## src/rtl/mem_access_unit.sv

```systemverilog
// MEM-stage data-memory access unit: one bus transaction per load/store, upstream frozen until completion.
// Build option: define MISALIGN_TRAP_EN to trap misaligned half/word accesses instead of ignoring the low address bits.
module mem_access_unit #(
  parameter int TIMEOUT = 255
) (
  input  logic        clk,
  input  logic        rst_n,
  input  logic        valid_i,
  input  logic        mem_read_i,
  input  logic        mem_write_i,
  input  logic [31:0] addr_i,
  input  logic [31:0] wdata_i,
  input  logic [2:0]  funct3_i,
  output logic        dmem_req_o,
  output logic        dmem_we_o,
  output logic [31:0] dmem_addr_o,
  output logic [31:0] dmem_wdata_o,
  output logic [3:0]  dmem_wstrb_o,
  input  logic        dmem_ready_i,
  input  logic [31:0] dmem_rdata_i,
  output logic [31:0] load_data_o,
  output logic        done_o,
  output logic        stall_o,
  output logic        bus_err_o,
  output logic        misalign_o
);

  localparam int CW = (TIMEOUT < 2) ? 1 : $clog2(TIMEOUT);

  typedef enum logic [1:0] {
    IDLE   = 2'd0,
    ACCESS = 2'd1,
    RESP   = 2'd2
  } state_t;

  state_t        state_q;
  logic [CW-1:0] wait_q;
  logic [2:0]    funct3_q;
  logic [1:0]    off_q;
  logic          dmem_req_q;
  logic          dmem_we_q;
  logic [31:0]   dmem_addr_q;
  logic [31:0]   dmem_wdata_q;
  logic [3:0]    dmem_wstrb_q;
  logic [31:0]   load_data_q;
  logic          done_q;
  logic          bus_err_q;
  logic          misalign_q;

  logic          mem_op;
  logic          f3_legal;
  logic          misaligned;
  logic [31:0]   wdata_d;
  logic [3:0]    wstrb_d;
  logic [31:0]   load_d;
  logic [7:0]    byte_sel;
  logic [15:0]   half_sel;

  // Request decode; a simultaneous read+write is handled as a write.
  always_comb begin
    mem_op = valid_i & (mem_read_i | mem_write_i);
    if (mem_write_i) begin
      f3_legal = (funct3_i < 3'd3);
    end else begin
      case (funct3_i)
        3'b000, 3'b001, 3'b010, 3'b100, 3'b101: f3_legal = 1'b1;
        default:                                f3_legal = 1'b0;
      endcase
    end
`ifdef MISALIGN_TRAP_EN
    case (funct3_i[1:0])
      2'b01:   misaligned = addr_i[0];
      2'b10:   misaligned = (addr_i[1:0] != 2'b00);
      default: misaligned = 1'b0;
    endcase
`else
    misaligned = 1'b0;
`endif
  end

  // Store lane steering: replicate the datum across all lanes, strobe the addressed ones.
  always_comb begin
    case (funct3_i[1:0])
      2'b00: begin
        wstrb_d = 4'b0001 << addr_i[1:0];
        wdata_d = {4{wdata_i[7:0]}};
      end
      2'b01: begin
        wstrb_d = addr_i[1] ? 4'b1100 : 4'b0011;
        wdata_d = {2{wdata_i[15:0]}};
      end
      default: begin
        wstrb_d = 4'b1111;
        wdata_d = wdata_i;
      end
    endcase
  end

  // Load lane extraction uses the offset and size captured when the access was accepted.
  always_comb begin
    byte_sel = dmem_rdata_i[{off_q, 3'b000} +: 8];
    half_sel = off_q[1] ? dmem_rdata_i[31:16] : dmem_rdata_i[15:0];
    case (funct3_q)
      3'b000:  load_d = {{24{byte_sel[7]}}, byte_sel};
      3'b100:  load_d = {24'd0, byte_sel};
      3'b001:  load_d = {{16{half_sel[15]}}, half_sel};
      3'b101:  load_d = {16'd0, half_sel};
      default: load_d = dmem_rdata_i;
    endcase
  end

  always_ff @(posedge clk or negedge rst_n) begin
    if (!rst_n) begin
      state_q      <= IDLE;
      wait_q       <= '0;
      funct3_q     <= 3'd0;
      off_q        <= 2'd0;
      dmem_req_q   <= 1'b0;
      dmem_we_q    <= 1'b0;
      dmem_addr_q  <= 32'd0;
      dmem_wdata_q <= 32'd0;
      dmem_wstrb_q <= 4'd0;
      load_data_q  <= 32'd0;
      done_q       <= 1'b0;
      bus_err_q    <= 1'b0;
      misalign_q   <= 1'b0;
    end else begin
      done_q     <= 1'b0;
      bus_err_q  <= 1'b0;
      misalign_q <= 1'b0;
      case (state_q)
        IDLE: begin
          if (mem_op) begin
            funct3_q <= funct3_i;
            off_q    <= addr_i[1:0];
            wait_q   <= '0;
            if (!f3_legal) begin
              state_q     <= RESP;
              done_q      <= 1'b1;
              bus_err_q   <= 1'b1;
              load_data_q <= 32'd0;
            end else if (misaligned) begin
              state_q     <= RESP;
              done_q      <= 1'b1;
              misalign_q  <= 1'b1;
              load_data_q <= 32'd0;
            end else begin
              state_q      <= ACCESS;
              dmem_req_q   <= 1'b1;
              dmem_we_q    <= mem_write_i;
              dmem_addr_q  <= {addr_i[31:2], 2'b00};
              dmem_wdata_q <= mem_write_i ? wdata_d : 32'd0;
              dmem_wstrb_q <= mem_write_i ? wstrb_d : 4'd0;
            end
          end
        end
        ACCESS: begin
          // A ready on the last permitted cycle still completes the access normally.
          if (dmem_ready_i) begin
            state_q    <= RESP;
            done_q     <= 1'b1;
            dmem_req_q <= 1'b0;
            dmem_we_q  <= 1'b0;
            if (!dmem_we_q) begin
              load_data_q <= load_d;
            end
          end else if (wait_q == CW'(TIMEOUT - 1)) begin
            state_q     <= RESP;
            done_q      <= 1'b1;
            bus_err_q   <= 1'b1;
            dmem_req_q  <= 1'b0;
            dmem_we_q   <= 1'b0;
            load_data_q <= 32'd0;
          end else begin
            wait_q <= wait_q + 1'b1;
          end
        end
        RESP: begin
          state_q <= IDLE;
        end
        default: begin
          state_q <= IDLE;
        end
      endcase
    end
  end

  // Stall is combinational in IDLE so the accepting cycle already holds the upstream registers.
  assign stall_o = rst_n & (((state_q == IDLE) & mem_op) | (state_q == ACCESS));

  assign dmem_req_o   = dmem_req_q;
  assign dmem_we_o    = dmem_we_q;
  assign dmem_addr_o  = dmem_addr_q;
  assign dmem_wdata_o = dmem_wdata_q;
  assign dmem_wstrb_o = dmem_wstrb_q;
  assign load_data_o  = load_data_q;
  assign done_o       = done_q;
  assign bus_err_o    = bus_err_q;
  assign misalign_o   = misalign_q;

endmodule
```

## config.mk

```make
export PLATFORM = sky130hd
export DESIGN_NAME = mem_access_unit
export DESIGN_NICKNAME = d
export VERILOG_FILES = /design/src/rtl/mem_access_unit.sv
export SDC_FILE = /design/constraint.sdc
export NUM_CORES = 1
export LEC_CHECK = 0
export BUFFER_PORTS_ARGS = -buffer_cell sky130_fd_sc_hd__buf_4
export CORE_MARGIN = 2
export CORE_UTILIZATION = 50
export DETAILED_ROUTE_END_ITERATION = 6
export HOLD_SLACK_MARGIN = 0.08
export PLACE_DENSITY_LB_ADDON = 0.12
export SLEW_MARGIN = 25
export SYNTH_ARGS = -nofsm -noshare
export SYNTH_HDL_FRONTEND = slang
export SYNTH_SLANG_ARGS = --single-unit
```

## constraint.sdc

```tcl
create_clock -name clk -period 1.9 [get_ports clk]
set_input_delay 0.19 -clock clk [delete_from_list [all_inputs] [get_ports clk]]
set_output_delay 0.19 -clock clk [all_outputs]
set_load 0.03 [all_outputs]
```

==> flow_metrics.py, run 1 <==
metrics = {
    "logic_synthesis": {
        "netlist_area_mm2": 0.005663,
        "synth-seq-cells": 117,
        "synth_edf_count": 0,
        "synth_flop_cell": "dfrtp_1",
        "post-synth-top-count-cell": "dfrtp_1",
        "yosysUniqueCellTypes": 48,
        "synth_common_cells": "117 x dfrtp_1, 94 x nand2_1, 53 x o21ai_0, 37 x mux2_2",
        "synth_area_leaders": "dfrtp_1 52%, mux2_2 7.4%, nand2_1 6.2%",
        "avgSynthCellArea_um2": 10.24,
        "ys_async_sr_fraction_pct": 100.0,
        "ys_seq_area_share_pct": 51.70,
        "ys_warn_count": 0,
        "yosysTopAreaCell": "dfrtp_1",
        "syn_inst": 553,
        "synth_top_area_share_pct": 51.70,
    },
    "cells_and_area": {
        "multi_input_area_mm2": 0.002552,
        "fin_util_pct": 77.52,
        "syn2layout_area_growth_pct": 49.69,
        "n_fill_cell": 729,
        "fin_area_mm2": 0.008477,
        "regArea_mm2": 0.002928,
        "nets": 909,
        "diodes": 0,
        "drive_above_1_share_pct": 37.71,
        "fin_cells": 954,
    },
    "placement": {
        "portBuffers": 207,
        "dp_hpwl_um": 11370,
        "place_ws_ns": 0.007541,
        "dp_cells": 881,
        "gp_congestion": 0.9623,
        "dpl_cell_area_mm2": 0.007413,
    },
    "clock_tree": {
        "cts_setup_buffers": 0,
        "clk_pin_slew_worst_paths_ns": 0.06,
        "worstSkewPairLatency_ns": 0.41,
        "numClockSinks": 117,
        "cts_tree": "done",
        "root_buffer": "clkbuf_16",
        "clock_path_buffers": 2,
        "htreeDepth": 4,
        "cts_buffers": 17,
    },
    "global_route": {
        "overflow": 0,
        "grt_antenna_before_repair": 0,
        "grt_pass1_wl_um": 28100,
        "grt_max_degree": 118,
        "grtUsageTotal_pct": 28.92,
        "grt_pass1_vias": 5481,
    },
    "floorplan": {
        "core_mm2": 0.01094,
        "die-area_mm2": 0.01219,
        "die_h_um": 110.4,
        "initial_core_util_pct": 51.78,
        "rows": 38,
        "die_x_um": 110.4,
        "ioPinCount": 211,
    },
    "detailed_routing": {
        "drc": 0,
        "drt_iter0_markers": 361,
        "viasPerCell": 5.610,
        "wl_per_cell_um": 18.30,
        "drt_pre_antenna_iters": 5,
        "routed_wl_um": 17460,
        "ant_nets": 0,
        "via_count": 5352,
    },
    "critical_path": {
        "worstPathMaxFanout": 28,
        "start_kind": "primary input",
        "crit_type": "in2reg",
        "worstPathArrival_ns": 2.13,
        "required_ns": 2.19,
        "critPathCaptureType": "flop",
    },
    "status": {
        "run_status": "complete, no violations",
    },
    "timing": {
        "rsz0062_at_grt": "no",
        "tns_ns": 0,
        "period_share_pct": 96.82,
        "fin_crit_ns": 1.840,
        "fin_ws_ns": 0.06040,
        "hold_viol": 0,
        "final_max_slew_viol_count": 0,
        "worst_pin_slew_ns": 0.6148,
        "max_freq_mhz": 543.6,
        "finalSetupViolCount": 0,
        "skew_ns": 0.007886,
        "slew_headroom_pct": 59.01,
        "hold_ws_ns": 0.09221,
    },
    "power": {
        "ir_drop_mv": 1.028,
        "p_leak_nw": 4.080,
        "power.total_mw": 12.43,
        "p_per_area_mw_per_mm2": 1467,
    },
    "flow_run": {
        "maxCapViolations": 0,
    },
    "hold_path": {
        "hold_class": "in2reg",
    },
}
==> cell families (layout without fill, tap and decap cells) <==
group           after synthesis  count (layout)  synth area share (%)
other cells                   1               3               0.06622
buf+inv                      47             306                 3.933
mux                          62              62                 12.00
compound gates              153             153                 18.12
simple gates                170             170                 13.59
xor+xnor                      1               1                0.1547
flops                       117             117                 51.70
fa+ha+maj                     2               2                0.4418
==> cell usage in the layout (no fill, tap or decap), drive strengths merged, types with 18 or more instances in the layout <==
| cell type | instances |
|---|---|
| a22o | 18 |
| a21oi | 18 |
| mux2i | 24 |
| nor2 | 25 |
| buf | 227 |
| mux2 | 37 |
| clkbuf | 19 |
| nand2 | 94 |
| dfrtp | 117 |
| o21ai | 53 |
| o31ai | 24 |
| dlygate4sd3 | 42 |
| nand3 | 19 |
==> repair_timing <==
action	in CTS	in global routing
resized for setup	2	4
setup endpoints to repair	6	23
hold buffers	42	0
pin swaps	0	1
endpoints found under the hold margin	158	0
==> area by class of cell <==
class / instances / share of cell area, %
flip-flops and latches: 117 / 34.54
multi-input cells: 391 / 30.11
repair buffers: 269 / 25.70
clock buffers: 19 / 5.225
clock inverters: 12 / 2.096
well taps: 140 / 2.066
inverters: 6 / 0.2657
==> critical path: stages <==
cell and delay, ns:
dlygate4sd3_1 0.53, buf_4 0.13, a21oi_1 0.10, o211ai_4 0.52, buf_12 0.26, mux2_2 0.39
==> per-layer routing <==
metal | up-vias | track usage, % | part of all wire (%)
met5 | - | 0 | 0
met4 | 0 | 10.08 | 2.2
met3 | 29 | 9.221 | 6.9
met2 | 209 | 50.35 | 52
met1 | 2632 | 33.67 | 39
li1 | 2482 | - | -
==> registers in the layout, indices dropped and copies added, names as in the netlist <==
signal	cells
dmem_wstrb_o	4
bus_err_o	1
state_q	2
dmem_addr_o	30
dmem_wdata_o	32
dmem_req_o	1
load_data_o	32
dmem_we_o	1
off_q	2
done_o	1
funct3_q	3
wait_q	8
==> report_power, final <==
| part | total (mW) | switching [mW] | internal (mW) | leakage [nW] |
|---|---|---|---|---|
| Clock | 3.37 | 1.15 | 2.22 | 0.291 |
| Combinational | 5.16 | 3.07 | 2.09 | 2.29 |
| Sequential | 3.91 | 0.595 | 3.31 | 1.50 |
| Total | 12.4 | 4.81 | 7.62 | 4.08 |
==> path summary, 6_finish.rpt <==
check                                        to  slack (ns)  cells past startpoint            start
min in group asynchronous             bus_err_o        0.43                      3            rst_n
max in group asynchronous           funct3_q[0]        1.03                      3            rst_n
worst max-delay path            dmem_addr_o[18]        0.06                      6      mem_write_i
worst min-delay path             load_data_o[6]        0.09                      3  dmem_rdata_i[6]
worst min register to register  dmem_wdata_o[1]        0.48                      2  dmem_wdata_o[1]
worst max register to register  load_data_o[19]        0.10                      7        wait_q[0]
Note: power is estimated with default switching activity, not from simulation.
==> run 2: changes to the inputs <==
--- a/config.mk
+++ b/config.mk
@@ -8,6 +8,7 @@
 export BUFFER_PORTS_ARGS = -buffer_cell sky130_fd_sc_hd__buf_4
 export CORE_MARGIN = 2
 export CORE_UTILIZATION = 50
+export CTS_BUF_LIST = sky130_fd_sc_hd__clkbuf_4 sky130_fd_sc_hd__clkbuf_8 sky130_fd_sc_hd__clkbuf_16
 export DETAILED_ROUTE_END_ITERATION = 6
 export HOLD_SLACK_MARGIN = 0.08
 export PLACE_DENSITY_LB_ADDON = 0.12
@@ -15,3 +16,4 @@
 export SYNTH_ARGS = -nofsm -noshare
 export SYNTH_HDL_FRONTEND = slang
 export SYNTH_SLANG_ARGS = --single-unit
+export TNS_END_PERCENT = 1
==> run 2 against run 1 <==
  * Clock power about the same
  * Largest power group unchanged
  * Cell area about the same
  * Fmax increased by 1.2%
  * Worst hold slack improved by 0.0021 ns
  * Core utilization about the same
  * Highest routed layer unchanged
  * Power increased by 0.19%
  * Combinational power about the same
  * Die area unchanged
  * First-iteration DRC count decreased by 1.9%
  * Final cell count unchanged
==> flow_metrics.py, run 2 (same netlist as run 1, synthesis figures left out) <==
metrics = {
    "power": {
        "p_leak_nw": 4.084,
        "p_per_area_mw_per_mm2": 1469,
        "ir_drop_mv": 1.027,
        "power.total_mw": 12.46,
    },
    "critical_path": {
        "crit_type": "in2reg",
        "start_kind": "primary input",
        "critPathCaptureType": "flop",
        "worstPathMaxFanout": 28,
        "worstPathArrival_ns": 2.11,
        "required_ns": 2.19,
    },
    "timing": {
        "worst_pin_slew_ns": 0.6377,
        "skew_ns": 0.005511,
        "finalSetupViolCount": 0,
        "period_share_pct": 95.68,
        "max_freq_mhz": 550.1,
        "final_max_slew_viol_count": 0,
        "hold_viol": 0,
        "slew_headroom_pct": 57.49,
        "fin_crit_ns": 1.818,
        "tns_ns": 0,
        "rsz0062_at_grt": "no",
    },
    "global_route": {
        "grtUsageTotal_pct": 29.22,
        "gr-usage-met2_pct": 51.00,
        "top_usage_layer": "met2",
        "met1_usage_pct": 33.89,
        "grt_max_degree": 118,
        "grt_pass1_wl_um": 28430,
        "grt_pass1_vias": 5548,
        "met3_usage_pct": 9.166,
        "grt_antenna_before_repair": 0,
        "overflow": 0,
    },
    "detailed_routing": {
        "drt_iter0_markers": 354,
        "via_count": 5358,
        "ant_nets": 0,
        "viasPerCell": 5.616,
        "wl_per_cell_um": 18.44,
        "drt_pre_antenna_iters": 5,
        "routed_wl_um": 17590,
        "drc": 0,
    },
    "floorplan": {
        "rows": 38,
        "die-area_mm2": 0.01219,
        "core_mm2": 0.01094,
        "initial_core_util_pct": 51.78,
        "die_h_um": 110.4,
        "ioPinCount": 211,
        "die_x_um": 110.4,
    },
    "cells_and_area": {
        "syn2layout_area_growth_pct": 49.76,
        "final_common_cell": "buf_4",
        "drive_above_1_share_pct": 37.84,
        "n_fill_cell": 726,
        "diodes": 0,
        "fin_util_pct": 77.55,
        "final_cell_mix": "222 x buf_4, 117 x dfrtp_1, 93 x nand2_1",
        "nets": 909,
    },
    "clock_tree": {
        "clk_pin_slew_worst_paths_ns": 0.06,
        "cts_buffers": 17,
        "numClockSinks": 117,
        "htreeDepth": 4,
        "cts_tree": "done",
        "clock_path_buffers": 2,
        "worstSkewPairLatency_ns": 0.41,
        "root_buffer": "clkbuf_16",
    },
    "placement": {
        "dp_hpwl_um": 11370,
        "gp_congestion": 0.9623,
        "portBuffers": 207,
    },
    "flow_run": {
        "maxCapViolations": 0,
    },
    "hold_path": {
        "hold_class": "in2reg",
    },
    "status": {
        "run_status": "complete, no violations",
    },
}
run 2: per-stage QoR:
step	cell area [µm²]	instances	setup slack (ns)	hold slack [ns]
floorplan	5670	555	0.2965	-0.1056
global placement	7413	881	0.1071	0.3356
detailed placement	7413	881	0.007541	0.3367
CTS	8466	954	0.06732	0.08494
global route	8481	954	0.001662	0.1136
finish	8481	954	0.08206	0.09429
run 2: power breakdown:
part	internal [mW]	switching (mW)	total, mW
combinational	2.09	3.07	5.16
clock	2.23	1.15	3.39
sequential	3.31	0.596	3.91
run 2: cell type report:
class                      instances  area (µm²)  area share, %
tap                              140       175.2          2.066
multi-input combinational        391        2552          30.10
clock buffer                      19       446.7          5.267
timing repair buffer             269        2178          25.69
inverter                           6       22.52         0.2656
clock inverter                    12       177.7          2.095
sequential                       117        2928          34.52
run 2: path summary, 6_finish.rpt:
check / start / end / slack (ns) / cells after the start
max in group asynchronous: rst_n / load_data_o[26] / 1.00 / 3
worst min-delay path: dmem_rdata_i[6] / load_data_o[6] / 0.09 / 3
worst max register to register: wait_q[0] / load_data_o[19] / 0.11 / 7
worst max-delay path: mem_write_i / dmem_addr_o[29] / 0.08 / 6
min in group asynchronous: rst_n / wait_q[6] / 0.40 / 3
worst min register to register: dmem_wdata_o[1] / dmem_wdata_o[1] / 0.48 / 2
run 2: worst max-delay path, stage by stage:
cell and delay (ns):
dlygate4sd3_1 0.53, buf_4 0.13, a21oi_1 0.10, o211ai_4 0.51, buf_12 0.26, mux2_2 0.37
run 2: repair_timing:
item | in CTS | in global routing
gates resized for setup | 2 | 4
gates cloned | 0 | 0
setup endpoints to repair | 6 | 25
endpoints found under the hold margin | 158 | 0
pin swaps | 0 | 1
hold buffers | 42 | 0
buffers inserted | 0 | 0
run 2: routing by layer:
metal | share of wire [%] | vias to the layer above | routed length, µm
li1 | - | 2486 | -
met1 | 38 | 2623 | 6747
met2 | 53 | 217 | 9266
met3 | 6.6 | 32 | 1157
met4 | 2.4 | 0 | 422
met5 | 0 | - | 0
==> run 3: changes to the inputs <==
--- a/config.mk
+++ b/config.mk
@@ -7,11 +7,11 @@
 export LEC_CHECK = 0
 export BUFFER_PORTS_ARGS = -buffer_cell sky130_fd_sc_hd__buf_4
 export CORE_MARGIN = 2
-export CORE_UTILIZATION = 50
+export CORE_UTILIZATION = 45
 export CTS_BUF_LIST = sky130_fd_sc_hd__clkbuf_4 sky130_fd_sc_hd__clkbuf_8 sky130_fd_sc_hd__clkbuf_16
 export DETAILED_ROUTE_END_ITERATION = 6
 export HOLD_SLACK_MARGIN = 0.08
-export PLACE_DENSITY_LB_ADDON = 0.12
+export PLACE_DENSITY = 0.86
 export SLEW_MARGIN = 25
 export SYNTH_ARGS = -nofsm -noshare
 export SYNTH_HDL_FRONTEND = slang
==> run 3 against run 2 <==
  * Combinational power decreased by 1%
  * Power is 3.4% lower
  * Sequential cell count unchanged
  * Critical endpoint unchanged
==> flow_metrics.py, run 3 (same netlist as run 1, synthesis figures left out) <==
metrics = {
    "clock_tree": {
        "htreeDepth": 4,
        "cts_tree": "done",
        "root_buffer": "clkbuf_16",
        "cts_buffers": 17,
        "worstSkewPairLatency_ns": 0.41,
        "clk_pin_slew_worst_paths_ns": 0.06,
        "numClockSinks": 117,
        "clock_path_buffers": 2,
    },
    "global_route": {
        "grt_pass1_wl_um": 27390,
        "grt_pass1_vias": 5458,
        "grt_antenna_before_repair": 0,
        "grt_max_degree": 118,
        "overflow": 0,
        "grtUsageTotal_pct": 26.45,
    },
    "critical_path": {
        "slowest_stage": "dlygate4sd3_1",
        "critPathLaunch": "funct3_i[2]",
        "rr_worst_depth": 6,
        "worstPathMaxFanout": 55,
        "start_kind": "primary input",
        "required_ns": 2.19,
        "critPathCaptureType": "flop",
        "reg2reg_from": "wait_q[1]",
        "cp.depth": 6,
        "path_cells": "dlygate4sd3_1 -> buf_4 -> a21oi_1 -> o211ai_4 -> buf_12 -> mux2_2",
        "path_buf_inv": 3,
        "crit_family": "buffers and inverters",
        "worstPathArrival_ns": 2.06,
        "max_stage_delay_ns": 0.53,
        "crit_type": "in2reg",
    },
    "floorplan": {
        "initial_core_util_pct": 46.56,
        "core_mm2": 0.01216,
        "die-area_mm2": 0.01350,
        "ioPinCount": 211,
        "die_h_um": 116.2,
        "die_x_um": 116.2,
        "rows": 40,
    },
    "timing": {
        "fin_crit_ns": 1.772,
        "rsz0062_at_grt": "no",
        "max_freq_mhz": 564.3,
        "skew_ns": 0.007423,
        "tns_ns": 0,
        "slew_headroom_pct": 56.74,
        "worst_pin_slew_ns": 0.6489,
        "finalSetupViolCount": 0,
        "hold_viol": 0,
        "period_share_pct": 93.27,
        "final_max_slew_viol_count": 0,
    },
    "detailed_routing": {
        "routed_wl_um": 17390,
        "viasPerCell": 5.488,
        "drt_iter0_markers": 370,
        "wl_per_cell_um": 17.75,
        "ant_nets": 0,
        "via_count": 5378,
        "drt_pre_antenna_iters": 5,
        "drc": 0,
    },
    "cells_and_area": {
        "fin_cells": 980,
        "final_common_cell": "buf_4",
        "diodes": 0,
        "drive_above_1_share_pct": 37.68,
        "syn2layout_area_growth_pct": 48.34,
        "n_fill_cell": 901,
        "nets": 909,
        "final_cell_mix": "227 x buf_4, 117 x dfrtp_1, 93 x nand2_1",
    },
    "hold_path": {
        "hold_class": "in2reg",
        "min_path_cells": 3,
        "hp-start": "dmem_rdata_i[2]",
    },
    "placement": {
        "dp_cells": 911,
        "dp_hpwl_um": 11930,
        "gp_congestion": 0.8624,
        "portBuffers": 207,
    },
    "power": {
        "ir_drop_mv": 0.7886,
        "p_leak_nw": 4.058,
        "p_per_area_mw_per_mm2": 1432,
        "power.total_mw": 12.03,
    },
    "flow_run": {
        "maxCapViolations": 0,
    },
    "status": {
        "run_status": "complete, no violations",
    },
}
## run 3: changes by cell type in the layout (fill, tap and decap cells not counted), sizes merged
| cell | delta |
|---|---|
| dlygate4sd3 | -2 |
| clkinvlp | -4 |
| buf | +2 |
| clkbuf | +4 |
| bufinv | -2 |
| clkinv | +1 |
| inv | -1 |
## run 3: timing repair
| action | in CTS | in global routing |
|---|---|---|
| endpoints found under the setup margin | 0 | 15 |
| resized for setup | 0 | 2 |
| hold buffers | 40 | 0 |
| hold endpoints to repair | 156 | 0 |
| setup buffers | 0 | 0 |
## run 3: layer usage
| layer | vias to the layer above | track usage (%) | wire, µm |
|---|---|---|---|
| met1 | 2582 | 29.99 | 6615 |
| li1 | 2482 | - | - |
| met3 | 48 | 7.265 | 1363 |
| met5 | - | 0 | 0 |
| met4 | 0 | 12.86 | 603 |
| met2 | 266 | 46.24 | 8809 |
## run 3: final cells by class
type | instances | area [µm²] | share of cell area (%)
clock buffers | 23 | 476.7 | 5.675
clock inverters | 6 | 80.08 | 0.9532
inverters | 6 | 22.52 | 0.2681
multi-input cells | 391 | 2539 | 30.22
flip-flops and latches | 117 | 2928 | 34.85
well taps | 168 | 210.2 | 2.502
repair buffers | 269 | 2145 | 25.53
## run 3: power breakdown
part / switching, mW / total (mW) / internal [mW]
Combinational: 3.02 / 5.10 / 2.08
Sequential: 0.560 / 3.87 / 3.31
Clock: 1.05 / 3.05 / 2.00
## run 3: final timing paths
check / slack, ns / to
setup / recovery: 0.13 / dmem_addr_o[29]
hold / removal: 0.09 / load_data_o[2]
setup reg to reg: 0.14 / load_data_o[16]
hold reg to reg: 0.48 / dmem_wdata_o[13]
max in group asynchronous: 0.96 / dmem_wdata_o[13]
min in group asynchronous: 0.41 / dmem_wdata_o[21]
## run 3: worst reg2reg max path, cell delays in order (launching register included)
cell and delay, ns:
dfrtp_1 0.42, ha_1 0.21, nand3_1 0.12, o31ai_1 0.27, a22oi_2 0.09, buf_4 0.24
a22o_1 0.29
## run 3: metrics by stage
step                setup WS (ns)  hold WS, ns  utilization (%)  cell area, µm²
floorplan                  0.2965      -0.1056                -            5670
finish                     0.1279      0.09160            69.07            8401
CTS                       0.08894      0.08061            69.03            8396
detailed placement        0.08152       0.3911            61.16            7438
global route              0.01712      0.08921            69.07            8401
global placement           0.1713       0.3919            61.16            7438
